## src/rtl/bcd2bin_serial_if.sv

```systemverilog
// bcd2bin_serial_if: start/busy/done handshake and data bundle for the serial BCD-to-binary converter.
interface bcd2bin_serial_if #(
  parameter int BCD_DIGITS  = 5,
  parameter int BINARY_BITS = 17
);
  logic                    start;
  logic [4*BCD_DIGITS-1:0] bcd_in;
  logic                    busy;
  logic                    done;
  logic [BINARY_BITS-1:0]  bin_out;
  logic                    err;
  logic                    ovf;
  modport master (output start, bcd_in, input busy, done, bin_out, err, ovf);
  modport slave  (input start, bcd_in, output busy, done, bin_out, err, ovf);
endinterface

```

## src/rtl/bcd2bin_serial.sv

```systemverilog
// bcd2bin_serial: serial BCD-to-binary converter, reverse double dabble (shift right, subtract 3).
module bcd2bin_serial #(
  parameter int BCD_DIGITS  = 5,
  parameter int BINARY_BITS = 17
) (
  input logic             clk,
  input logic             rst,
  bcd2bin_serial_if.slave bus
);
  localparam int W  = 4 * BCD_DIGITS;
  localparam int CW = $clog2(W) + 1;
  localparam logic [0:0] IDLE  = 1'b0;
  localparam logic [0:0] SHIFT = 1'b1;
  logic [0:0]             r_state;
  logic [W-1:0]           r_work;
  logic [W-1:0]           r_acc;
  logic [CW-1:0]          r_cnt;
  logic                   r_inv;
  logic [W-1:0]           w_work_sh;
  logic [W-1:0]           w_work_nx;
  logic [W-1:0]           w_acc_nx;
  logic                   w_bad;
  logic [BINARY_BITS-1:0] w_bin;
  logic                   w_ovf;
  assign {w_work_sh, w_acc_nx} = {r_work, r_acc} >> 1;
  always_comb begin
    w_work_nx = w_work_sh;
    w_bad     = 1'b0;
    for (int i = 0; i < BCD_DIGITS; i++) begin
      w_work_nx[4*i+:4] = (w_work_sh[4*i+:4] >= 4'd8) ? w_work_sh[4*i+:4] - 4'd3 : w_work_sh[4*i+:4];
      w_bad = w_bad | (bus.bcd_in[4*i+:4] > 4'd9);
    end
  end
  // The result is taken from the post-shift accumulator of the final step.
  generate
    if (BINARY_BITS >= W) begin : g_wide
      assign w_bin = BINARY_BITS'(w_acc_nx);
      assign w_ovf = 1'b0;
    end else begin : g_narrow
      assign w_bin = w_acc_nx[BINARY_BITS-1:0];
      assign w_ovf = |w_acc_nx[W-1:BINARY_BITS];
    end
  endgenerate
  always_ff @(posedge clk) begin
    if (rst) begin
      r_state     <= IDLE;
      r_work      <= '0;
      r_acc       <= '0;
      r_cnt       <= '0;
      r_inv       <= 1'b0;
      bus.busy    <= 1'b0;
      bus.done    <= 1'b0;
      bus.bin_out <= '0;
      bus.err     <= 1'b0;
      bus.ovf     <= 1'b0;
    end else begin
      bus.done <= 1'b0;
      if (r_state == IDLE) begin
        if (bus.start) begin
          r_work   <= bus.bcd_in;
          r_acc    <= '0;
          r_cnt    <= CW'(W);
          r_inv    <= w_bad;
          r_state  <= SHIFT;
          bus.busy <= 1'b1;
        end
      end else begin
        r_work <= w_work_nx;
        r_acc  <= w_acc_nx;
        r_cnt  <= r_cnt - CW'(1);
        if (r_cnt == CW'(1)) begin
          r_state     <= IDLE;
          bus.busy    <= 1'b0;
          bus.done    <= 1'b1;
          bus.bin_out <= r_inv ? '0 : w_bin;
          bus.err     <= r_inv;
          bus.ovf     <= !r_inv && w_ovf;
        end
      end
    end
  end
endmodule

```

## src/flat_wrapper.sv

```systemverilog
// flat-port wrapper written by rule: the top's interface ports become plain ports
module bcd2bin_serial_flat 
#(
  parameter int BCD_DIGITS  = 5,
  parameter int BINARY_BITS = 17
)
  (clk, rst, bus_start, bus_bcd_in, bus_busy, bus_done, bus_bin_out, bus_err, bus_ovf);
  bcd2bin_serial_if #(.BCD_DIGITS(BCD_DIGITS), .BINARY_BITS(BINARY_BITS)) bus_i ();
  input logic clk;
  input logic rst;
  input wire logic [$bits(bus_i.start)-1:0] bus_start;
  input wire logic [$bits(bus_i.bcd_in)-1:0] bus_bcd_in;
  output wire logic [$bits(bus_i.busy)-1:0] bus_busy;
  output wire logic [$bits(bus_i.done)-1:0] bus_done;
  output wire logic [$bits(bus_i.bin_out)-1:0] bus_bin_out;
  output wire logic [$bits(bus_i.err)-1:0] bus_err;
  output wire logic [$bits(bus_i.ovf)-1:0] bus_ovf;
  assign bus_i.start = bus_start;
  assign bus_i.bcd_in = bus_bcd_in;
  assign bus_busy = bus_i.busy;
  assign bus_done = bus_i.done;
  assign bus_bin_out = bus_i.bin_out;
  assign bus_err = bus_i.err;
  assign bus_ovf = bus_i.ovf;
  bcd2bin_serial #(.BCD_DIGITS(BCD_DIGITS), .BINARY_BITS(BINARY_BITS)) u_core (.clk(clk), .rst(rst), .bus(bus_i));
endmodule
```

## config.mk

```make
export PLATFORM = sky130hd
export DESIGN_NAME = bcd2bin_serial_flat
export DESIGN_NICKNAME = d
export VERILOG_FILES = /design/src/rtl/bcd2bin_serial_if.sv /design/src/rtl/bcd2bin_serial.sv /design/src/flat_wrapper.sv
export SDC_FILE = /design/constraint.sdc
export NUM_CORES = 1
export LEC_CHECK = 0
export CAP_MARGIN = 25
export CORE_UTILIZATION = 59
export CTS_BUF_LIST = sky130_fd_sc_hd__clkbuf_8 sky130_fd_sc_hd__clkbuf_16
export DETAILED_ROUTE_END_ITERATION = 8
export PLACE_DENSITY = 0.88
export SLEW_MARGIN = 15
export SYNTH_ARGS = -nofsm -noshare
export SYNTH_HDL_FRONTEND = slang
export SYNTH_SLANG_ARGS = --single-unit
```

## constraint.sdc

```tcl
create_clock -name clk -period 4.2 [get_ports clk]
set_input_delay 0.84 -clock clk [delete_from_list [all_inputs] [get_ports clk]]
set_output_delay 0.84 -clock clk [all_outputs]
set_load 0.05 [all_outputs]
```

==> impl_summary.log, run 1 <==
INFO  metric first_global_vias = 2,428
INFO  metric io_buffers = between 40 and 50
INFO  metric critical_path.max_stage_delay = between 0.8 and 0.9 ns
INFO  metric boundaryPins = between 40 and 50
INFO  metric routed-via-count = roughly 2.7k
INFO  metric global_routing_usage_on_met1 = 0.287
INFO  metric critical_path.startpoint_type = register
INFO  metric finalWirelength = approximately 6600 um
INFO  metric holdBufCountCts = 0
INFO  metric pin_count_of_the_biggest_net_entering_global_routing = 70
INFO  metric synth_area_per_cell = between 8 and 9 sq um
INFO  metric synthesis.nets = a little under 400
INFO  metric post_synth_top_flop = dfxtp_1
INFO  metric number_of_inserted_filler_cells_in_the_final_layout = just over 400
INFO  metric detailedRoute.firstPassIterationCount = 4
INFO  metric yosysMostFrequentCell = dfxtp_1
INFO  metric globalRouteOverflowTotal = 0
INFO  metric worstPathArrival = roughly 1.5 ns
INFO  metric netlist.area_leader.share = 0.421
INFO  metric timing.hold.worst.start = u_core.bus.bin_out[0]
INFO  metric groute.layer.met2.usage = 0.400
INFO  metric crit_path_max_fanout = 2
INFO  metric ff2ff_setup_slack = 2.32 ns
INFO  metric timing.hold.worst_path_depth = 2
INFO  metric count_of_cell_types_in_the_netlist = 39
INFO  metric die_height = ~76 um
INFO  metric pwr_density_cell = 374 mW/mm^2
INFO  metric worst_skew_pair.late_latency = roughly 0.34 ns
INFO  metric regToRegStartpoint = u_core.r_state
INFO  metric grtUsageTotal = 0.237
INFO  metric totalNegativeSetupSlack = 0 ns
INFO  metric detailedPlacementHpwl = 4220 um
INFO  metric cts_tree = built
INFO  metric numClockSinks = around 70
INFO  metric area_of_the_die = a little under 0.006 sq mm
INFO  metric r2r_end = u_core.r_cnt[5]
INFO  metric grt_setup_unrepaired = no
INFO  metric gpl.final_weighted_congestion = 0.782
INFO  metric placeableCoreArea = between 0.005 and 0.006 sq mm
INFO  metric synth_largest_area_cell = dfxtp_1
INFO  metric timing.max_cap.violations = 0
INFO  metric postCtsSetupRepairBufs = 0
INFO  metric worst_hold_path_type = reg -> reg
INFO  metric postSynthRegisterBits = a little under 70
INFO  metric finalMaxSlewViolations = 0
INFO  metric worst_clock_skew = approximately 0.012 ns
INFO  metric layout_min_cycle_time = about 2.3 ns
INFO  metric detail_route.vias_per_cell = between 5 and 6
INFO  metric final.period_utilization = 0.558
INFO  metric htree_levels = 3
INFO  metric cts.reportedPaths.clkPinSlew = ~0.07 ns
INFO  metric path_buf_inv = 1
INFO  metric yosysWarningCount = 0
INFO  metric vdd_drop_max = about 0.00024 V
INFO  metric async_flop_share = 0
INFO  metric finalSetupViolations = 0
INFO  metric final.hold.worst_slack = 0.474 ns
INFO  metric synth_edf_count = 0
INFO  metric sequential_fraction_of_the_synthesis_area = 0.421
INFO  metric outcome = finished clean
INFO  metric grt_use_met3 = 0.0371
INFO  metric setup.worst_path.class = reg -> out
INFO  metric cts-resized-gates = 0
INFO  metric drt_first_iter_violations = ~160
INFO  metric synth_top_cells_by_area = dfxtp_1 (42%), a21oi_1 (6.8%), a211oi_1 (5.6%), nor3b_1 (4.6%), nand4b_1 (4.6%)
INFO  metric final_layout_size_suffix_gt1_frac = 0.0744
INFO  metric synth_commonest_cells = dfxtp_1 (68), a21oi_1 (44), nor2_1 (33)
INFO  metric chipWidth = roughly 76 um
INFO  metric antenna_found_initial = 0
INFO  metric drt-wirelength-per-cell = 14.4 um
INFO  metric grt_busiest_layer = met2
INFO  metric end_kind = primary output
INFO  metric initial_utilization = 0.622
INFO  metric drc = 0
INFO  metric cts_made_buffers = 9
INFO  metric tightestPinTransition = ~1 ns
INFO  metric ctsLongestPathBuffers = 2
INFO  metric cp.required = ~3.4 ns
INFO  metric antennaDiodeCount = 0
INFO  metric rows = 26
INFO  metric drt.antenna.violating_nets = 0
INFO  metric fmax = roughly 430 MHz
INFO  metric worst_path_dominant_cell_family = buffers and inverters
INFO  metric grt_pass1_wl = ~11,000 um
INFO  metric syn_inst_count = 360
INFO  metric final_net_count = approximately 420
INFO  metric hold_path_end = u_core.bus.bin_out[0]
INFO  metric worst_slew_margin_rel = 0.333
INFO  metric timing.reg2reg.worst_path_depth = 4
INFO  metric p_leak = 0.00132 uW
INFO  metric worst_path_max_delay_cell = clkdlybuf4s50_1
INFO  metric hold_viol = 0
INFO  metric path_cells = clkdlybuf4s50_1
INFO  metric area_growth_syn_to_layout = 18.0%
INFO  metric clock_root_buffer_master = clkbuf_8
INFO  metric synth.cell_area = approximately 0.0032 sq mm
==> final cells by class <==
class / count / area, sq um / area share
sequential: 68 / 1360 / 0.357
clock inverter: 5 / 51.3 / 0.0134
inverter: 11 / 41.3 / 0.0108
tap: 70 / 87.6 / 0.0229
timing repair buffer: 47 / 450 / 0.118
clock buffer: 11 / 151 / 0.0396
multi-input combinational: 248 / 1670 / 0.438
==> how the worst max path moves through the flow <==
stage	slack, ns	endpoint	start	cells past startpoint
6_report	1.86	bus_busy	u_core.bus.busy	1
5_1_grt	1.82	bus_bin_out[2]	u_core.bus.bin_out[2]	1
4_1_cts	1.84	bus_bin_out[4]	u_core.bus.bin_out[4]	1
3_5_place_dp	1.81	u_core.r_inv	bus_start	4
3_3_place_gp	1.92	u_core.r_inv	bus_start	4
2_1_floorplan	2.41	u_core.r_work[16]	bus_start	5
==> routing by layer <==
layer,vias to the layer above,share of wire
met1,1299,0.46
met4,0,0.020
met2,66,0.49
met3,12,0.035
li1,1333,-
met5,-,0
==> flip-flops by register name, indices dropped and copies added (netlist names) <==
name,flops
u_core.r_state,1
u_core.bus.done,1
u_core.r_cnt,6
u_core.bus.err,1
u_core.r_inv,1
u_core.bus.ovf,1
u_core.r_work,20
u_core.bus.bin_out,17
u_core.r_acc,19
u_core.bus.busy,1
==> worst reg2reg max path, cell delays in order, from the launching register on <==
cell and delay [ns]:
dfxtp_2 0.51, buf_4 0.60, nor2b_1 0.22, a311o_1 0.36, a21oi_1 0.11
==> cells by family (layout without fill, tap and decap cells) <==
| family | Yosys count | in the layout | synth area share |
|---|---|---|---|
| xor+xnor | 8 | 8 | 0.0217 |
| flops | 68 | 68 | 0.421 |
| simple gates | 108 | 108 | 0.205 |
| buf+inv | 44 | 74 | 0.0619 |
| fa+ha+maj | 10 | 10 | 0.0387 |
| mux | 17 | 17 | 0.0541 |
| compound gates | 105 | 105 | 0.198 |
==> layout by cell type (no fill, tap or decap), types with 2 or more instances in the layout <==
master,n
dfxtp_1,67
a21oi_1,44
clkdlybuf4s50_1,41
nor2_1,33
a211oi_1,24
nor3b_1,20
o21ai_1,19
nor2b_1,19
nand4b_1,17
mux2i_1,13
inv_1,12
clkbuf_8,11
ha_1,10
xnor2_1,8
o21ai_0,5
nor3_1,4
nand2_1,4
o22a_1,4
buf_4,4
mux2_1,3
nand2b_1,2
a311oi_1,2
nand3_1,2
o31a_1,2
clkinv_2,2
buf_2,2
==> power by group <==
part	total [uW]	internal, uW	switching (uW)
clock network	544	302	241
registers	703	669	33.8
logic	181	82.5	98.6
total	1430	1050	374
==> stage by stage <==
step           instance area, sq um  setup WS, ns   util  total power (uW)  std cells
6_report                       3820          1.86  0.734              1430        460
5_1_grt                        3820          1.82  0.734              1480        460
4_1_cts                        3820          1.84  0.734              1440        460
3_5_place_dp                   3620          1.81  0.695               897        444
3_3_place_gp                   3620          1.92  0.695               888        444
2_1_floorplan                  3240          2.41      -               849        360
Power figures use the tool's default switching activity.
==> run 2: changes to the inputs <==
CORE_UTILIZATION = 55   (was 59)
PLACE_DENSITY = 0.83   (was 0.88)
clock period = 2.3 ns   (was 4.2 ns; I/O delays follow)
==> impl_summary.log, run 2 (synthesis gave the netlist of run 1 again) <==
INFO  metric worst_hold_path_type = reg -> reg
INFO  metric vdd_drop_max = approximately 0.00046 V
INFO  metric regToRegStartpoint = u_core.r_state
INFO  metric drt-wirelength-per-cell = 14.0 um
INFO  metric numClockSinks = 68
INFO  metric placeableCoreArea = 0.00557 sq mm
INFO  metric critical_path.startpoint_type = register
INFO  metric chipWidth = between 70 and 80 um
INFO  metric fin_ws = about 0.36 ns
INFO  metric timing.hold.worst_path_depth = 2
INFO  metric pin_count_of_the_biggest_net_entering_global_routing = 67
INFO  metric initial_utilization = 0.580
INFO  metric drt_first_iter_violations = 147
INFO  metric crit_path_start = u_core.bus.bin_out[2]
INFO  metric detail_route.vias_per_cell = around 5.7
INFO  metric totalNegativeSetupSlack = 0 ns
INFO  metric drt.antenna.violating_nets = 0
INFO  metric fmax = around 520 MHz
INFO  metric registers.top_by_ff_count = u_core.r_work
INFO  metric cts_tree = built
INFO  metric final_net_count = around 420
INFO  metric cts_made_buffers = 9
INFO  metric grt_use_met3 = 0.0529
INFO  metric grt_busiest_layer = met2
INFO  metric drc = 0
INFO  metric detailedRoute.firstPassIterationCount = 4
INFO  metric tightestPinTransition = roughly 0.81 ns
INFO  metric holdBufCountCts = 0
INFO  metric cp.required = around 1.8 ns
INFO  metric worst_slew_margin_rel = 0.459
INFO  metric worst_clock_skew = about 0.0055 ns
INFO  metric rows = 27
INFO  metric timing.max_cap.violations = 0
INFO  metric worst_skew_pair.late_latency = ~0.34 ns
INFO  metric grt_pass1_wl = between 10,000 and 15,000 um
INFO  metric first_global_vias = roughly 2.4k
INFO  metric grtUsageTotal = 0.226
INFO  metric clock_root_buffer_master = clkbuf_8
INFO  metric die_height = approximately 79 um
INFO  metric groute.layer.met2.usage = 0.375
INFO  metric end_kind = primary output
INFO  metric routed-via-count = 2,656
INFO  metric mostFrequentLayoutCell = dfxtp_1
INFO  metric layout_min_cycle_time = between 1.5 and 2 ns
INFO  metric most-common-layout-cells = dfxtp_1 (67), a21oi_1 (44), clkdlybuf4s50_1 (41), nor2_1 (33), a211oi_1 (24)
INFO  metric worst_path_dominant_cell_family = buffers and inverters
INFO  metric worstPathArrival = roughly 1.5 ns
INFO  metric ctsLongestPathBuffers = 2
INFO  metric cts-resized-gates = 0
INFO  metric finalSetupViolations = 0
INFO  metric hold_path_end = u_core.bus.bin_out[12]
INFO  metric biggestRegsByFlops = u_core.r_work: 20 flops, u_core.r_acc: 19 flops, u_core.bus.bin_out: 17 flops
INFO  metric area_growth_syn_to_layout = 19.6%
INFO  metric postCtsSetupRepairBufs = 0
INFO  metric final_layout_size_suffix_gt1_frac = 0.0886
INFO  metric io_buffers = 43
INFO  metric hold_viol = 0
INFO  metric path_cells = clkdlybuf4s50_1
INFO  metric r2r_end = u_core.bus.ovf
INFO  metric worst_path_max_delay_cell = clkdlybuf4s50_1
INFO  metric htree_levels = 3
INFO  metric pre_cts_ws = between 0.5 and 0.6 ns
INFO  metric finalWirelength = 6530 um
INFO  metric global_routing_usage_on_met1 = 0.283
INFO  metric crit_path_cell_count = 1
INFO  metric cts.reportedPaths.clkPinSlew = about 0.070 ns
INFO  metric grt_setup_unrepaired = no
INFO  metric detailedPlacementHpwl = around 4400 um
INFO  metric timing.reg2reg.worst_path_depth = 3
INFO  metric finalMaxSlewViolations = 0
INFO  metric final.period_utilization = 0.843
INFO  metric crit_path_max_fanout = 2
INFO  metric largest_register_ff_count = 20
INFO  metric timing.hold.worst.start = u_core.bus.bin_out[12]
INFO  metric setup.worst_path.class = reg -> out
INFO  metric area_of_the_die = a little over 0.006 sq mm
INFO  metric antennaDiodeCount = 0
INFO  metric p_leak = roughly 0.0013 uW
INFO  metric pwr_density_cell = between 600 and 700 mW/mm^2
INFO  metric globalRouteOverflowTotal = 0
INFO  metric boundaryPins = between 40 and 50
INFO  metric gpl.final_weighted_congestion = 0.754
INFO  metric antenna_found_initial = 0
INFO  metric outcome = finished clean
INFO  metric critical_path.max_stage_delay = between 0.8 and 0.9 ns
INFO  metric ff2ff_setup_slack = about 0.64 ns
INFO  metric path_buf_inv = 1
==> run 2: report_power, final <==
| part | total, uW | leakage, uW | internal, uW | switching, uW |
|---|---|---|---|---|
| Sequential | 1280 | 0.000554 | 1220 | 62.6 |
| Clock | 990 | 0.000109 | 552 | 438 |
| Combinational | 337 | 0.000684 | 159 | 178 |
| Total | 2610 | 0.00135 | 1930 | 678 |
==> run 2: worst max path at each step <==
stage          slack (ns)                     to
2_1_floorplan        0.84  u_core.bus.bin_out[0]
3_3_place_gp         0.65           u_core.r_inv
3_5_place_dp         0.55           u_core.r_inv
4_1_cts              0.34         bus_bin_out[2]
5_1_grt              0.30        bus_bin_out[13]
6_report             0.36         bus_bin_out[2]
==> run 2: routing by layer <==
layer | share of wire | wire length (um)
met2 | 0.48 | 3120
met3 | 0.047 | 308
met5 | 0 | 0
met1 | 0.46 | 3030
met4 | 0.012 | 78
==> run 2: area by class of cell <==
class	instances	area [sq um]
Clock buffer	11	151
Clock inverter	5	50.0
Fill cell	477	1700
Inverter	11	41.3
Multi-Input combinational cell	248	1670
Sequential cell	68	1360
Tap cell	72	90.1
Timing Repair Buffer	52	500
==> run 2: metrics by stage <==
stage,instances,utilization,cell area (sq um),hold WS [ns],total power (uW)
finish,467,0.694,3870,0.477,2610
global route,467,0.694,3870,0.509,2740
CTS,467,0.694,3870,0.478,2640
detailed placement,451,0.658,3670,0.470,1650
global placement,451,0.658,3670,0.463,1630
floorplan,360,-,3240,0.456,1550
==> run 3: changes to the inputs <==
clock period = 1.8 ns   (was 2.3 ns; I/O delays follow)
==> impl_summary.log, run 3 (synthesis gave the netlist of run 1 again) <==
INFO  metric hold_viol = 0
INFO  metric detail_route.wirelength.met1 = about 3200 um
INFO  metric cts_tree = built
INFO  metric dr_wl_met3 = around 290 um
INFO  metric fmax = 663 MHz
INFO  metric pwr_density_cell = between 800 and 900 mW/mm^2
INFO  metric final.period_utilization = 0.839
INFO  metric cp.required = ~1.4 ns
INFO  metric tightestPinTransition = about 0.59 ns
INFO  metric worst_path_max_delay_cell = dlygate4sd2_1
INFO  metric totalNegativeSetupSlack = 0 ns
INFO  metric seqPwrFrac = 0.492
INFO  metric drt-wirelength-per-cell = around 15 um
INFO  metric registers.top_by_ff_count = u_core.r_work
INFO  metric timing.hold.worst_path_depth = 2
INFO  metric routed-via-count = 2,708
INFO  metric path_cells = dlygate4sd2_1
INFO  metric path_buf_inv = 1
INFO  metric chipWidth = between 70 and 80 um
INFO  metric grt_setup_unrepaired = no
INFO  metric area_growth_syn_to_layout = 18.8%
INFO  metric crit_path_start = u_core.bus.done
INFO  metric htree_levels = 3
INFO  metric design_area = slightly below 0.004 sq mm
INFO  metric globalRouteOverflowTotal = 0
INFO  metric finalWirelength = between 6000 and 7000 um
INFO  metric switching_share = 0.258
INFO  metric rows = 27
INFO  metric detail_route.vias_per_cell = 5.79
INFO  metric boundaryPins = between 40 and 50
INFO  metric end_kind = primary output
INFO  metric final_net_count = around 430
INFO  metric setup.worst_path.class = reg -> out
INFO  metric initial_utilization = 0.580
INFO  metric placeableCoreArea = approximately 0.0056 sq mm
INFO  metric cts.reportedPaths.clkPinSlew = ~0.07 ns
INFO  metric grt_pass1_wl = 11,300 um
INFO  metric combinationalPowerShare = 0.137
INFO  metric vdd_drop_max = 0.000609 V
INFO  metric io_buffers = between 40 and 50
INFO  metric final_layout_size_suffix_gt1_frac = 0.139
INFO  metric critical_path.startpoint_type = register
INFO  metric first_global_vias = approximately 2.4k
INFO  metric timing.reg2reg.worst_path_depth = 3
INFO  metric p_switching = 857 uW
INFO  metric worst_path_dominant_cell_family = buffers and inverters
INFO  metric wl_met2 = 3220 um
INFO  metric crit_path_cell_count = 1
INFO  metric area_of_the_die = around 0.0062 sq mm
INFO  metric critical_path.max_stage_delay = 0.51 ns
INFO  metric worst_clock_skew = 0.00713 ns
INFO  metric regToRegStartpoint = u_core.r_cnt[2]
INFO  metric internal_power = ~2500 uW
INFO  metric antenna_found_initial = 0
INFO  metric postCtsSetupRepairBufs = 0
INFO  metric p_leak = ~0.0014 uW
INFO  metric design_power_total = between 3000 and 4000 uW
INFO  metric finalSetupViolations = 0
INFO  metric detailedRoute.firstPassIterationCount = 5
INFO  metric biggestRegsByFlops = u_core.r_work: 20 flops, u_core.r_acc: 19 flops, u_core.bus.bin_out: 17 flops
INFO  metric pin_count_of_the_biggest_net_entering_global_routing = 85
INFO  metric crit_path_max_fanout = 1
INFO  metric worst_hold_path_type = reg -> reg
INFO  metric gpl.final_weighted_congestion = between 0.7 and 0.8
INFO  metric antennaDiodeCount = 0
INFO  metric dr.max_layer_used = met4
INFO  metric drt_first_iter_violations = approximately 170
INFO  metric drc = 0
INFO  metric timing.hold.worst.start = u_core.bus.bin_out[15]
INFO  metric grtUsageTotal = 0.234
INFO  metric outcome = finished clean
INFO  metric layout_min_cycle_time = 1.51 ns
INFO  metric numClockSinks = approximately 70
INFO  metric mostFrequentLayoutCell = dfxtp_1
INFO  metric cts_made_buffers = 9
INFO  metric clock_root_buffer_master = clkbuf_8
INFO  metric drt.antenna.violating_nets = 0
INFO  metric detailedPlacementHpwl = 4600 um
INFO  metric finalMaxSlewViolations = 0
INFO  metric placed_area = ~0.0037 sq mm
INFO  metric p_clk_frac = 0.371
INFO  metric die_height = about 79 um
INFO  metric ctsLongestPathBuffers = 2
INFO  metric timing.max_cap.violations = 0
INFO  metric largest_register_ff_count = 20
INFO  metric most-common-layout-cells = dfxtp_1 (67), a21oi_1 (44), nor2_1 (33), buf_4 (30), a211oi_1 (24)
INFO  metric worstPathArrival = approximately 1.2 ns
INFO  metric worst_slew_margin_rel = 0.606
INFO  metric worst_skew_pair.late_latency = between 0.3 and 0.4 ns
==> run 3: changes by cell type in the layout (fill, tap and decap cells not counted), sizes merged <==
cell and delta:
dlygate4sd2 +1, clkdlybuf4s50 -21, clkinv -3, inv +1, buf +23
==> run 3: worst paths after layout <==
check	endpoint	slack, ns
max	bus_done	0.29
min	u_core.bus.bin_out[15]	0.48
max reg2reg	u_core.bus.ovf	0.33
min reg2reg	u_core.bus.bin_out[15]	0.48
==> run 3: what timing repair did <==
item	in CTS	in global routing
hold buffers	0	0
setup endpoints to repair	1	0
gates resized for setup	1	0
==> run 3: through the flow <==
stage | utilization | hold WS [ns] | setup WS (ns) | std cells
after global placement | 0.655 | 0.464 | 0.291 | 454
after floorplan | - | 0.456 | 0.336 | 360
after detailed placement | 0.655 | 0.473 | 0.243 | 454
after global routing | 0.689 | 0.507 | 0.150 | 468
final | 0.689 | 0.481 | 0.291 | 468
after CTS | 0.689 | 0.478 | 0.274 | 468
==> run 3: worst min-delay path, delay by kind of cell, from the launching register on <==
family | cells | cell delay [ns]
AO/OA/AOI/OAI | 2 | 0.13
flip-flops | 1 | 0.31
==> run 3: final cells by class <==
| cell class | instances | area, sq um |
|---|---|---|
| clock inverter | 3 | 38.8 |
| multi-input combinational | 248 | 1670 |
| inverter | 11 | 41.3 |
| clock buffer | 11 | 151 |
| timing repair buffer | 55 | 484 |
| fill | 476 | 1730 |
| sequential | 68 | 1360 |
| tap | 72 | 90.1 |
==> run 3: power by group through the flow <==
stage	registers (uW)	logic [uW]	clock network, uW
finish	1630	455	1230
global route	1640	503	1310
CTS	1630	456	1250
detailed placement	1670	453	0
global placement	1660	437	0
floorplan	1650	331	0
==> run 3: per-layer routing <==
metal  track usage  vias to the layer above
li1              -                     1353
met1         0.297                     1276
met2         0.378                       66
met3        0.0563                       13
met4         0.102                        0
met5             0                        -
